$ cat src/rtl/id_fwd_scoreboard_pkg.sv
// Shared constants for the decode-stage forwarding/hazard scoreboard.
package id_fwd_scoreboard_pkg;

  // Architectural register index width.
  localparam int unsigned REG_INDEX_BUS = 5;

  // Tracked stage positions after decode.
  localparam int unsigned STAGE_ID2EX  = 0;
  localparam int unsigned STAGE_EX2MEM = 1;
  localparam int unsigned STAGE_MEM2WB = 2;

  // Default ready-stage encodings: ALU results are valid out of id2ex, loads out of ex2mem.
  localparam int unsigned RDY_ALU  = STAGE_ID2EX;
  localparam int unsigned RDY_LOAD = STAGE_EX2MEM;

endpackage

$ cat src/rtl/id_fwd_sb_port.sv
// One read port: youngest-match search over in-flight entries, operand mux and hazard bit.
module id_fwd_sb_port
  import id_fwd_scoreboard_pkg::*;
#(
  parameter int unsigned DEPTH = 3,
  parameter int unsigned XLEN  = 64,
  parameter int unsigned RSW   = 2
) (
  input  logic                       rs_en_i,
  input  logic [REG_INDEX_BUS-1:0]   rs_index_i,
  input  logic [XLEN-1:0]            rf_data_i,
  input  logic [DEPTH*XLEN-1:0]      stage_data_i,
  input  logic [DEPTH-1:0]           valid_i,
  input  logic [DEPTH*REG_INDEX_BUS-1:0] rd_i,
  input  logic [DEPTH*RSW-1:0]       rdy_i,
  output logic [XLEN-1:0]            data_c,
  output logic                       hazard_c
);

  logic found;

  // Lowest matching stage wins; a matured match forwards, an immature one flags a hazard.
  always_comb begin
    found    = 1'b0;
    data_c   = rf_data_i;
    hazard_c = 1'b0;
    for (int k = 0; k < int'(DEPTH); k++) begin
      if (!found && rs_en_i && (rs_index_i != '0) && valid_i[k] &&
          (rd_i[k*REG_INDEX_BUS +: REG_INDEX_BUS] == rs_index_i)) begin
        found = 1'b1;
        if (rdy_i[k*RSW +: RSW] <= RSW'(k)) begin
          data_c = stage_data_i[k*XLEN +: XLEN];
        end else begin
          hazard_c = 1'b1;
        end
      end
    end
  end

endmodule

$ cat src/rtl/id_fwd_scoreboard.sv
// Decode-stage operand forwarding and hazard scoreboard.
// Optional stall-cycle counter enabled by defining ID_FWD_SB_PERF_EN.
module id_fwd_scoreboard
  import id_fwd_scoreboard_pkg::*;
#(
  parameter int unsigned RD_PORTS = 2,
  parameter int unsigned DEPTH    = 3,
  parameter int unsigned XLEN     = 64,
  parameter int unsigned RSW      = $clog2(DEPTH)
) (
  input  logic                         clk,
  input  logic                         rst,
  input  logic                         advance_i,
  input  logic                         issue_valid_i,
  input  logic                         issue_rd_en_i,
  input  logic [REG_INDEX_BUS-1:0]     issue_rd_index_i,
  input  logic [RSW-1:0]               issue_ready_stage_i,
  input  logic [RD_PORTS-1:0]          rs_en_i,
  input  logic [RD_PORTS*REG_INDEX_BUS-1:0] rs_index_i,
  input  logic [RD_PORTS*XLEN-1:0]     rf_data_i,
  input  logic [DEPTH*XLEN-1:0]        stage_data_i,
  output logic [RD_PORTS*XLEN-1:0]     rs_data_o,
  output logic                         stall_o
`ifdef ID_FWD_SB_PERF_EN
  ,
  output logic [31:0]                  stall_cnt_o
`endif
);

  logic [DEPTH-1:0]               valid_q, valid_d;
  logic [DEPTH*REG_INDEX_BUS-1:0] rd_q, rd_d;
  logic [DEPTH*RSW-1:0]           rdy_q, rdy_d;
  logic [RD_PORTS-1:0]            hazard;

  // Per-port resolution against the current entries.
  for (genvar p = 0; p < RD_PORTS; p++) begin : g_port
    id_fwd_sb_port #(
      .DEPTH (DEPTH),
      .XLEN  (XLEN),
      .RSW   (RSW)
    ) u_port (
      .rs_en_i      (rs_en_i[p]),
      .rs_index_i   (rs_index_i[p*REG_INDEX_BUS +: REG_INDEX_BUS]),
      .rf_data_i    (rf_data_i[p*XLEN +: XLEN]),
      .stage_data_i (stage_data_i),
      .valid_i      (valid_q),
      .rd_i         (rd_q),
      .rdy_i        (rdy_q),
      .data_c       (rs_data_o[p*XLEN +: XLEN]),
      .hazard_c     (hazard[p])
    );
  end

  assign stall_o = issue_valid_i & (|hazard);

  // Shift entries one stage on advance; a stalled issue enters as a bubble.
  always_comb begin
    valid_d = valid_q;
    rd_d    = rd_q;
    rdy_d   = rdy_q;
    if (advance_i) begin
      valid_d = {valid_q[DEPTH-2:0],
                 issue_valid_i & issue_rd_en_i & (issue_rd_index_i != '0) & ~stall_o};
      rd_d    = {rd_q[(DEPTH-1)*REG_INDEX_BUS-1:0], issue_rd_index_i};
      rdy_d   = {rdy_q[(DEPTH-1)*RSW-1:0], issue_ready_stage_i};
    end
  end

  // Entry state register; reset drops all in-flight tracking.
  always_ff @(posedge clk or negedge rst) begin
    if (!rst) begin
      valid_q <= '0;
      rd_q    <= '0;
      rdy_q   <= '0;
    end else begin
      valid_q <= valid_d;
      rd_q    <= rd_d;
      rdy_q   <= rdy_d;
    end
  end

`ifdef ID_FWD_SB_PERF_EN
  logic [31:0] stall_cnt_q, stall_cnt_d;

  // Saturating count of cycles that inserted a bubble.
  always_comb begin
    stall_cnt_d = stall_cnt_q;
    if (stall_o && advance_i && (stall_cnt_q != 32'hFFFF_FFFF)) begin
      stall_cnt_d = stall_cnt_q + 32'd1;
    end
  end

  // Stall counter register.
  always_ff @(posedge clk or negedge rst) begin
    if (!rst) begin
      stall_cnt_q <= '0;
    end else begin
      stall_cnt_q <= stall_cnt_d;
    end
  end

  assign stall_cnt_o = stall_cnt_q;
`endif

endmodule
$ cat config.mk
export PLATFORM = sky130hd
export DESIGN_NAME = id_fwd_scoreboard
export DESIGN_NICKNAME = d
export VERILOG_FILES = /design/src/rtl/id_fwd_scoreboard_pkg.sv /design/src/rtl/id_fwd_sb_port.sv /design/src/rtl/id_fwd_scoreboard.sv
export SDC_FILE = /design/constraint.sdc
export NUM_CORES = 1
export LEC_CHECK = 0
export BUFFER_PORTS_ARGS = -buffer_cell sky130_fd_sc_hd__buf_2
export CAP_MARGIN = 20
export CORE_AREA = 4 4 180 182
export DETAILED_ROUTE_END_ITERATION = 8
export DIE_AREA = 0 0 184 186
export SLEW_MARGIN = 25
export SYNTH_ARGS = -nofsm -noshare
export SYNTH_HDL_FRONTEND = slang
export SYNTH_SLANG_ARGS = --single-unit
$ cat constraint.sdc
create_clock -name clk -period 3.2 [get_ports clk]
set_input_delay 0 -clock clk [delete_from_list [all_inputs] [get_ports clk]]
set_output_delay 0 -clock clk [all_outputs]
set_load 0.1 [all_outputs]
Yosys cells after proc, flatten, opt, wreduce, memory -nomap -nowiden
Index checks and enable logic that the tools add are counted.
- bits in registers: 24
- bits of input ports: 344
- output and inout port bits: 129
- logic and storage cells: 74
- order comparisons: 3
- equal/unequal tests: 6
- multiplexer cells: 27
- bitwise gates (word level): 5
- reduce and logical (&&, ||, !) cells: 30
- operator list (cell ; number):
    $mux 64 ; 12
    $eq 5x5->1 ; 6
    $logic_and 1x1->1 ; 22
    $mux 1 ; 15
    $reduce_bool 5->1 ; 3
    $and 1x1->1 ; 4
    $le 2x1->1 const B ; 2
    $logic_not 1->1 ; 4
    $le 2x2->1 const B ; 1
    $reduce_or 2->1 ; 1
    $not 1->1 ; 1

Depth between registers and ports, before layout
Gate-level depths: netlist (run 1).
- depth after elaboration: 21
- gate-level depth with buffers: 8
- mapped depth without buffers: 6

By module
From an unflattened synthesis (run 1), not the netlist that was laid out.
- cell total of the unflattened synthesis: 572
- area, all modules: 6148.4 um^2
- modules (own cells, without submodules) (module ; instances ; cells an instance ; area an instance (um^2) ; sequential area each (um^2)):
    id_fwd_sb_port ; 2 ; 258 ; 2616.3 ; 0.0
    id_fwd_scoreboard ; 1 ; 56 ; 915.9 ; 600.6

Worst setup path after synthesis (run 1)
Ideal clock, no wire load.
- path kind: register to output
- start: reg rd_q[4]
- end: out stall_o
- arrival: 3.579 ns
- data required time: 3.200 ns
- path slack: -0.379 ns
- cell stages (with the launch flop): 7
- path buffers: 0
- cells stage by stage: dfrtp_1 > xor2_1 > nor4_1 > a31oi_1 > nand3_1 > a21o_1 > a21boi_0
- cells in the longest elaborated chain, start to end: 17
- elaborated cells between the ends (all ways): 40
- classes of those cells: 2 x eq/ne; 14 x mux; 1 x bitwise; 23 x reduce/logical
- ends and longest elaborated chain (item ; line ; source):
    start, declared ; id_fwd_scoreboard.sv:31 ; logic [DEPTH*REG_INDEX_BUS-1:0] rd_q, rd_d;
    start signal, assigned ; id_fwd_scoreboard.sv:77 ; rd_q <= rd_d;
    $eq 5x5->1 ; id_fwd_sb_port.sv:29 ; (rd_i[k*REG_INDEX_BUS +: REG_INDEX_BUS] == rs_index_i)) begin
    $logic_and 1x1->1 ; id_fwd_sb_port.sv:28 ; if (!found && rs_en_i && (rs_index_i != '0) && valid_i[k] &&
    $mux 1 ; id_fwd_sb_port.sv:28 ;
    $logic_not 1->1 ; id_fwd_sb_port.sv:28 ;
    $logic_and 1x1->1 (4 in a row) ; id_fwd_sb_port.sv:28 ;
    $mux 1 ; id_fwd_sb_port.sv:28 ;
    $logic_not 1->1 ; id_fwd_sb_port.sv:28 ;
    $logic_and 1x1->1 (4 in a row) ; id_fwd_sb_port.sv:28 ;
    $mux 1 ; id_fwd_sb_port.sv:28 ;
    $reduce_or 2->1 * ; id_fwd_scoreboard.sv:54 ; assign stall_o = issue_valid_i & (|hazard);
    $and 1x1->1 * ; id_fwd_scoreboard.sv:54 ;
    end, declared ; id_fwd_scoreboard.sv:23 ; output logic stall_o
Every way passes the cells marked *; elsewhere a longest branch is shown, timed or not.

Worst setup path after layout (run 1)
- start: reg rd_q[0]
- end: out rs_data_o[2]
- cells in the longest elaborated chain, start to end: 15
- elaborated cells between the ends (all ways): 19
- classes of those cells: 1 x eq/ne; 7 x mux; 11 x reduce/logical
- ends and longest elaborated chain (item ; line ; source):
    $eq 5x5->1 * ; id_fwd_sb_port.sv:29 ;
    $logic_and 1x1->1 * ; id_fwd_sb_port.sv:28 ;
    $mux 1 ; id_fwd_sb_port.sv:28 ;
    $logic_not 1->1 ; id_fwd_sb_port.sv:28 ;
    $logic_and 1x1->1 (4 in a row) ; id_fwd_sb_port.sv:28 ;
    $mux 1 ; id_fwd_sb_port.sv:28 ;
    $logic_not 1->1 ; id_fwd_sb_port.sv:28 ;
    $logic_and 1x1->1 (4 in a row) ; id_fwd_sb_port.sv:28 ;
    $mux 64 * ; id_fwd_sb_port.sv:28 ;
    end, declared ; id_fwd_scoreboard.sv:22 ; output logic [RD_PORTS*XLEN-1:0] rs_data_o,
Marked as above.

==> out/summary.txt, run 1 <==
outcome = completed
yosys warns = 0
post-CTS setup repair buffer count = 0
Clock Path Buffers = 2
Tot Pwr = 0.002474 W
Slew @ Worst Pin = 634.4 ps
startpoint class of the critical path = flop
Max Slew Vio Count = 0
Seq/Total Area, Yosys = 11.34%
final number of setup-violating endpoints = 0
clk slew on worst S/H paths = 60 ps
EDFF count, synth = 0
mapped cell area = 5294 um^2
CP max stage delay = 460 ps
detailed-placement wirelength estimate = 27720 um
max cap viols = 0
PostCTS Resize Cnt = 0
fin util = 31.55%
power per standard cell area = 256.4 nW/um^2
worst skew pair latency = 260 ps
relative slew slack = 57.63%
Mapped Avg Cell Area = 6.417 um^2
die width = 184 um
Pleak = 4.541 nW
post-synth cell types = 42
initial antenna violation count = 1
placed insts = 1634
CP Max Fanout = 26
Rows = 64
Mapped Nets = 1169
antenna viol nets, final = 0
DIE AREA = 34220 um^2
via count = 8498
Final period util = 94.63%
Final Non-Filler Cells = 1641
Primary FF master, synth = dfrtp_1
cells after synthesis = 825
largest net degree at the start of global routing = 72
CTS Root Cell = clkbuf_16
CTS buffer count = 3
setup_tns = 0 ps
CTS tree = done
Congestion Overflow GR = 0
cts hold-fix bufs = 3
Tmin final = 3028 ps
count leader, synth = nand2_1
H-Tree Depth = 1
antenna fix cells = 0
ys async rst share = 100.0%
Worst Path Arrival = 3030 ps
Synth top cells by count = 259 x nand2_1, 101 x and3_1, 97 x o2bb2ai_1
total clock sinks = 24
worst min-delay path class = in -> reg
drt total wl = 35540 um
I/O Buffers = 472
post-synth top area share = 18.36%
top post-synthesis cells by area = nand2_1 18%, o2bb2ai_1 16%, and3_1 12%
final hold vios = 0
Post-layout nets = 1590
Via density = 5.179
DR WL/cell = 21.66 um
Die Y-Extent = 186 um
Final GP Congestion = 0.8697
Worst setup EP type = output port
unrepaired setup endpoints after global routing = false
clk_skew = 5.728 ps
global-route wire length before repair = 50780 um
cell taking the most area after synthesis = nand2_1
Residual DRC = 0
GRT Overall Usage = 18.73%
fraction of layout cells with a size suffix above 1 = 53.01%
number of synthesized register bits = 24
vias in the first global route = 8696
core region area = 30590 um^2
slowest CP cell = nor4b_2
fmax = 330.2 MHz
drt initial violations = 408
Setup CP Type = reg -> out
area grow syn2layout = 82.30%
Max IR drop VDD = 0.1626 mV
IO Count = 473
Initial Util = 17.31%
DRT Pass-1 Iters = 5
Crit path required time = 3200 ps
sequence of cells on the critical path = xnor2_1 > nor4b_2 > and3_2 > buf_4 > nand2_1 > and3_1 > o2bb2ai_2 > buf_2
worst max-delay path, delay by kind of cell (launching register included):
family / cells / cell delay, ps
flip-flops: 1 / 420
AND/OR/NAND/NOR: 4 / 1040
buffers and inverters: 2 / 780
XOR/XNOR: 1 / 340
AO/OA/AOI/OAI: 1 / 170
power breakdown:
part           internal, W  switching (W)  total [W]  leakage (nW)
logic             0.000531        0.00118    0.00171          4.21
clock network     0.000248       0.000104   0.000352        0.0511
registers         0.000348      0.0000627   0.000411         0.284
cells in the final DEF, fill, tap and decap left out, types with 2 or more instances in the layout:
| cell | instances |
|---|---|
| xor2_1 | 24 |
| buf_12 | 47 |
| nand2_1 | 259 |
| dfrtp_1 | 23 |
| buf_4 | 17 |
| a32oi_2 | 30 |
| a21oi_1 | 3 |
| nand4_1 | 2 |
| dlygate4sd3_1 | 3 |
| nor2_1 | 3 |
| xnor2_1 | 6 |
| o2bb2ai_2 | 89 |
| o21ai_0 | 96 |
| a21boi_1 | 2 |
| nand3_2 | 2 |
| nand3_1 | 5 |
| and3_1 | 100 |
| clkbuf_16 | 3 |
| inv_1 | 2 |
| mux2_2 | 23 |
| o2bb2ai_1 | 8 |
| nor4_1 | 6 |
| buf_2 | 434 |
| o32ai_1 | 31 |
cells by family (layout without fill, tap and decap cells):
kind of cell,Yosys count,in the layout,share of synthesized area (%)
DFF,24,24,11.34
buffers and inverters,87,507,7.374
muxes,23,23,4.892
and+or+nand+nor,389,389,33.80
AOI/OAI and AO/OA,272,272,37.63
xor gates and xnor gates,30,30,4.963
flip-flops by register name, summed over array words and instances, names as in the netlist:
register / cells
rd_q: 15
rdy_q: 6
valid_q: 3
through the flow:
step	cell area [um^2]	hold WS (ps)	setup WS, ps
floorplan	6076	-295.6	3.758
global placement	9515	9.875	490.6
detailed placement	9515	12.02	463.7
CTS	9651	0.8687	184.7
global route	9651	16.82	13.95
finish	9651	9.484	171.9
path summary, 6_finish.rpt:
check | startpoint | end | slack (ps) | cells after the start
setup / recovery | rd_q[0] | rs_data_o[2] | 170 | 8
hold / removal | issue_rd_index_i[2] | rd_q[2] | 9 | 2
setup reg to reg | rd_q[5] | valid_q[0] | 1020 | 8
hold reg to reg | rdy_q[2] | rdy_q[2] | 520 | 1
max in group asynchronous | rst | rdy_q[3] | 2530 | 2
min in group asynchronous | rst | rdy_q[0] | 270 | 2
routing by layer:
| metal | wire length, um | track usage, % | vias up |
|---|---|---|---|
| met4 | 541 | 3.461 | 2 |
| met3 | 2526 | 2.326 | 48 |
| met2 | 18400 | 35.08 | 463 |
| li1 | - | - | 3917 |
| met1 | 14060 | 23.11 | 4068 |
| met5 | 12 | 0 | - |
final cells by class:
class | instances | area, um^2
clock buffer | 3 | 75.07
clock inverter | 1 | 30.03
fill | 3341 | 20940
inverter | 2 | 7.507
multi-input combinational | 714 | 5170
sequential | 24 | 601.8
tap | 396 | 495.5
timing repair buffer | 501 | 3271
Power figures use the tool's default switching activity.
==> run 2, diff against run 1 <==
Settings changed: CORE_AREA 4 4 180 182 to 4 4 184 186, CTS_BUF_LIST set to sky130_fd_sc_hd__clkbuf_8, DIE_AREA 0 0 184 186 to 0 0 188 190, MAX_ROUTING_LAYER set to met4.
==> run 2 against run 1 <==
  * Sequential cell count unchanged
  * Via count increased by 1.9%
  * Clock power down 26%
  * Combinational power grew 11%
  * Total power up 4.0%
  * Non-clock buffer count grew 14
  * Clock skew shrank 0.78 ps
  * Register-to-register slack got worse by 80 ps
  * Routed wire length rose by 2.5%
  * Core utilization rose by 1.7 points
  * Largest power group unchanged
  * Worst hold slack better by 220 ps
  * Setup slack lost 69 ps
==> out/summary.txt, run 2 (synthesized netlist as in run 1, its figures left out) <==
outcome = completed
worst min-delay path class = in -> async
# fillers = 3407
commonest non-fill, non-tap cells in the layout = 369 x buf_2, 259 x nand2_1, 107 x buf_12, 100 x and3_1, 96 x o21ai_0
IO Count = 473
top flop regs = rd_q x15, rdy_q x6, valid_q x3
Clock Path Buffers = 2
worst skew pair latency = 270 ps
GRT Overall Usage = 19.10%
vias in the first global route = 8481
area grow syn2layout = 102.7%
clk slew on worst S/H paths = 80 ps
antenna viol nets, final = 0
Worst setup EP type = output port
final number of setup-violating endpoints = 0
CP max stage delay = 460 ps
register bank with the most flops = rd_q
Via density = 5.071
Max Slew Vio Count = 0
via count = 8656
max cap viols = 0
DR WL/cell = 21.34 um
startpoint class of the critical path = flop
largest net degree at the start of global routing = 53
core region area = 32290 um^2
I/O Buffers = 472
fmax = 322.9 MHz
initial antenna violation count = 6
H-Tree Depth = 1
drt initial violations = 480
Residual DRC = 0
max reg flops = 15
Post-layout nets = 1604
global-route wire length before repair = 52650 um
Post-DP Area = 10540 um^2
Setup CP Type = reg -> out
relative slew slack = 48.86%
CTS tree = done
power per standard cell area = 239.7 nW/um^2
slowest CP cell = dfrtp_1
detailed-placement wirelength estimate = 28920 um
fraction of layout cells with a size suffix above 1 = 53.06%
die width = 188 um
Initial Util = 16.40%
DRT Pass-1 Iters = 5
Slew @ Worst Pin = 765.4 ps
CTS Root Cell = clkbuf_8
Die Y-Extent = 190 um
Worst Path Arrival = 3100 ps
post-route cell area = 10730 um^2
Congestion Overflow GR = 0
Rows = 66
CTS buffer count = 3
Max IR drop VDD = 0.2118 mV
total clock sinks = 24
unrepaired setup endpoints after global routing = false
sequence of cells on the critical path = xnor2_1 > nor4b_4 > and3_2 > buf_4 > nand2_1 > a32oi_2 > buf_12
Tmin final = 3097 ps
fin util = 33.24%
Final period util = 96.79%
Pleak = 4.940 nW
clk_skew = 4.944 ps
final hold vios = 0
commonest non-fill, non-tap cell in the layout = buf_2
Final GP Congestion = 0.9740
DIE AREA = 35720 um^2
setup_tns = 0 ps
drt total wl = 36420 um
CP Max Fanout = 34
Crit path required time = 3200 ps
## run 2: changes by cell type in the layout (fill, tap and decap cells not counted), sizes merged
| cell | change |
|---|---|
| dlygate4sd3 | +5 |
| clkbuf | +5 |
| buf | +4 |
| diode | +6 |
## run 2: power breakdown
part	internal [W]	switching, W
Clock	0.000167	0.0000948
Sequential	0.000347	0.0000654
Combinational	0.000683	0.00122
Total	0.00120	0.00138
## run 2: critical path: cells and delay by family (launching register included)
| family | cells | cell delay, ps |
|---|---|---|
| AND/OR/NAND/NOR | 3 | 930 |
| XOR/XNOR | 1 | 400 |
| buffers and inverters | 2 | 610 |
| flip-flops | 1 | 460 |
| AO/OA/AOI/OAI | 1 | 380 |
## run 2: what timing repair did
item                                    CTS  global route
resized for setup                         0             7
hold buffers                              8             0
setup buffers                             0             0
endpoints found under the setup margin    0            17
endpoints found under the hold margin    31             0
## run 2: area by class of cell
| type | count | area [um^2] | area share (%) |
|---|---|---|---|
| clock inverter | 1 | 30.03 | 0.2798 |
| inverter | 2 | 7.507 | 0.06995 |
| timing repair buffer | 515 | 4302 | 40.08 |
| antenna | 6 | 15.01 | 0.1399 |
| clock buffer | 3 | 41.29 | 0.3848 |
| sequential | 24 | 600.6 | 5.596 |
| tap | 442 | 553.0 | 5.153 |
| multi-input combinational | 714 | 5182 | 48.29 |
## run 2: worst paths after layout
check,startpoint,to,slack (ps),cells after the start
worst max register to register,rd_q[9],valid_q[0],940,7
min in group clk,issue_valid_i,valid_q[0],230,4
worst min register to register,rdy_q[2],rdy_q[4],520,1
worst max-delay path,rd_q[0],rs_data_o[30],100,7
worst min-delay path,rst,rd_q[2],230,2
max in group asynchronous,rst,rdy_q[5],2620,2
## run 2: stage by stage
| step | setup slack, ps | std cells | hold WS, ps | total power [W] |
|---|---|---|---|---|
| after floorplan | 3.758 | 825 | -295.6 | 0.001514 |
| after global placement | 362.0 | 1689 | 2.020 | 0.002289 |
| after detailed placement | 385.4 | 1689 | 4.013 | 0.002303 |
| after CTS | 78.77 | 1701 | 223.4 | 0.002577 |
| after global routing | 12.68 | 1707 | 231.6 | 0.002669 |
| final | 102.6 | 1707 | 227.1 | 0.002573 |
## run 2: routing by layer
metal  vias up  track usage [%]  routed length, um
li1       3944                -                  -
met1      4188            24.88              15430
met2       462            31.94              17900
met3        62            1.688               2091
met4         0            5.167                997
met5         -                -                  0
==> run 3, diff against run 2 <==
==> constraint.sdc (replaced) <==
create_clock -name clk -period 3.2 [get_ports clk]
set_input_delay 0.16 -clock clk [delete_from_list [all_inputs] [get_ports clk]]
set_output_delay 0.16 -clock clk [all_outputs]
set_load 0.1 [all_outputs]
==> run 3 against run 2 <==
  * Cell count fell by 1.5%
  * Die area did not move
  * Clock skew is 4.1 ps lower
  * Cell area up 3.1%
  * Total power fell by 0.35%
  * Global-route usage decreased by 0.48 points
  * Via count grew 0.14%
  * First-iteration DRC count grew 12%
  * Routed wire length is 2.3% lower
  * Maximum frequency fell by 0.12%
  * Setup slack lost 3.7 ps
==> out/summary.txt, run 3 (synthesized netlist as in run 1, its figures left out) <==
Place WS = 317.2 ps
worst min-delay path class = in -> reg
CP startpoint = rd_q[9]
Flop pwr share = 15.8%
core region area = 32290 um^2
max cap viols = 0
final number of setup-violating endpoints = 0
Post-layout nets = 1584
R2R Path Start = rd_q[9]
largest net degree at the start of global routing = 67
sequence of cells on the critical path = xor2_1 > nor4_2 > nand3_2 > or3_2 > buf_12 > and3_1 > o2bb2ai_2 > buf_12
setup ws final = 98.93 ps
vias in the first global route = 8981
total clock sinks = 24
GRT Overall Usage = 18.62%
Crit path required time = 3040 ps
Initial Util = 16.40%
R2R Setup Slk = 1130 ps
final hold vios = 0
max reg flops = 15
placed insts = 1676
Via density = 5.156
IO Count = 473
reg2reg end = valid_q[0]
combinational power share = 77.6%
global-route wire length before repair = 51740 um
Worst setup EP type = output port
power share of the clock group = 6.6%
switch share = 53.98%
worst skew pair latency = 260 ps
Final Non-Filler Cells = 1681
Setup CP Type = reg -> out
Pleak = 5.018 nW
die width = 188 um
CTS buffer count = 3
Final period util = 96.91%
DR WL/cell = 21.17 um
commonest non-fill, non-tap cell in the layout = buf_2
Die Y-Extent = 190 um
drt total wl = 35590 um
clk slew on worst S/H paths = 80 ps
Hold WS = 129.9 ps
commonest non-fill, non-tap cells in the layout = 343 x buf_2, 259 x nand2_1, 140 x buf_12, 100 x and3_1, 97 x o2bb2ai_2
met1 Usage GRT = 22.47%
Max IR drop VDD = 0.1423 mV
delay-heaviest family, CP = simple AND/OR/NAND/NOR gates
outcome = completed
CTS Root Cell = clkbuf_8
Tmin final = 3101 ps
area grow syn2layout = 108.9%
DRT Pass-1 Iters = 5
CP max stage delay = 480 ps
I/O Buffers = 472
Reg2Reg Depth = 7
DIE AREA = 35720 um^2
CP Max Fanout = 66
setup_tns = 0 ps
Congestion Overflow GR = 0
Max Slew Vio Count = 0
area of the multi-input gates = 5243 um^2
crit path capture = rs_data_o[62]
Slew @ Worst Pin = 692.5 ps
H-Tree Depth = 1
via count = 8668
CTS tree = done
Worst path depth = 8
register area = 600.6 um^2
drt initial violations = 538
internal power = 0.001180 W
initial antenna violation count = 1
relative slew slack = 53.83%
Residual DRC = 0
register bank with the most flops = rd_q
clk_skew = 0.8705 ps
Worst Path Arrival = 2940 ps
GRT busiest layer = met2
slowest CP cell = or3_2
Worst path most repeated cell = buf_12
startpoint class of the critical path = flop
unrepaired setup endpoints after global routing = false
top flop regs = rd_q x15, rdy_q x6, valid_q x3
Clock Path Buffers = 2
fmax = 322.5 MHz
detailed-placement wirelength estimate = 27150 um
GRT met3 Usage = 3.229%
Final GP Congestion = 0.9745
switching pwr = 0.001384 W
fraction of layout cells with a size suffix above 1 = 53.72%
antenna viol nets, final = 0
Rows = 66
# fillers = 3331
GRT met2 Usage = 30.99%
Critical path buffers and inverters = 2
power per standard cell area = 231.8 nW/um^2
[run 3: changes by cell type in the layout (fill, tap and decap cells not counted), moves of 5 or more]
cell           previous run  this run
buf_2                   369       343
clkbuf_4                  5         0
buf_4                    26        11
buf_12                  107       140
o2bb2ai_1                 8         0
dlygate4sd3_1             8         1
diode_2                   6         1
o2bb2ai_2                89        97
[run 3: worst min-delay path by stage]
stage	from	endpoint	slack [ps]	cells past startpoint
floorplan	rst	rd_q[0]	-140	0
global placement	rst	rd_q[0]	160	1
detailed placement	rst	rd_q[0]	170	1
CTS	issue_ready_stage_i[1]	rdy_q[1]	130	2
global route	issue_ready_stage_i[1]	rdy_q[1]	120	2
finish	issue_ready_stage_i[1]	rdy_q[1]	130	2
[run 3: stage by stage]
stage	util (%)	total power, W	instance area (um^2)
2_1_floorplan	-	0.001518	6133
3_3_place_gp	34.02	0.002366	10980
3_5_place_dp	34.02	0.002384	10980
4_1_cts	34.17	0.002557	11030
5_1_grt	34.25	0.002661	11060
6_report	34.25	0.002564	11060
[run 3: layout make-up]
type	count	share of cell area, %
Antenna cell	1	0.02263
Inverter	2	0.06788
Timing Repair Buffer	495	41.70
Multi-Input combinational cell	714	47.40
Tap cell	442	5.001
Sequential cell	24	5.430
Clock buffer	3	0.3733
[run 3: timing repair]
item,in CTS,in global routing
buffers inserted,0,0
hold endpoints to repair,24,0
hold buffers,1,0
setup endpoints to repair,0,34
resized for setup,0,3
[run 3: per-layer routing]
metal  vias up  share of wire (%)
met2       515                 48
met1      4168                 39
li1       3893                  -
met4         0                4.5
met5         -                  0
met3        92                7.9
[run 3: worst register-to-register path, delay by kind of cell, from the launching register on]
family | cells | cell delay [ps]
AOI/OAI and AO/OA | 2 | 310
xor gates and xnor gates | 1 | 200
buffers and inverters | 1 | 310
DFF | 1 | 450
and+or+nand+nor | 3 | 750
[run 3: power groups by stage]
| stage | Sequential, W | Clock [W] | Combinational (W) |
|---|---|---|---|
| floorplan | 0.000388 | 0 | 0.00113 |
| global placement | 0.000407 | 0 | 0.00196 |
| detailed placement | 0.000411 | 0 | 0.00197 |
| CTS | 0.000404 | 0.000174 | 0.00198 |
| global route | 0.000412 | 0.000190 | 0.00206 |
| finish | 0.000406 | 0.000170 | 0.00199 |
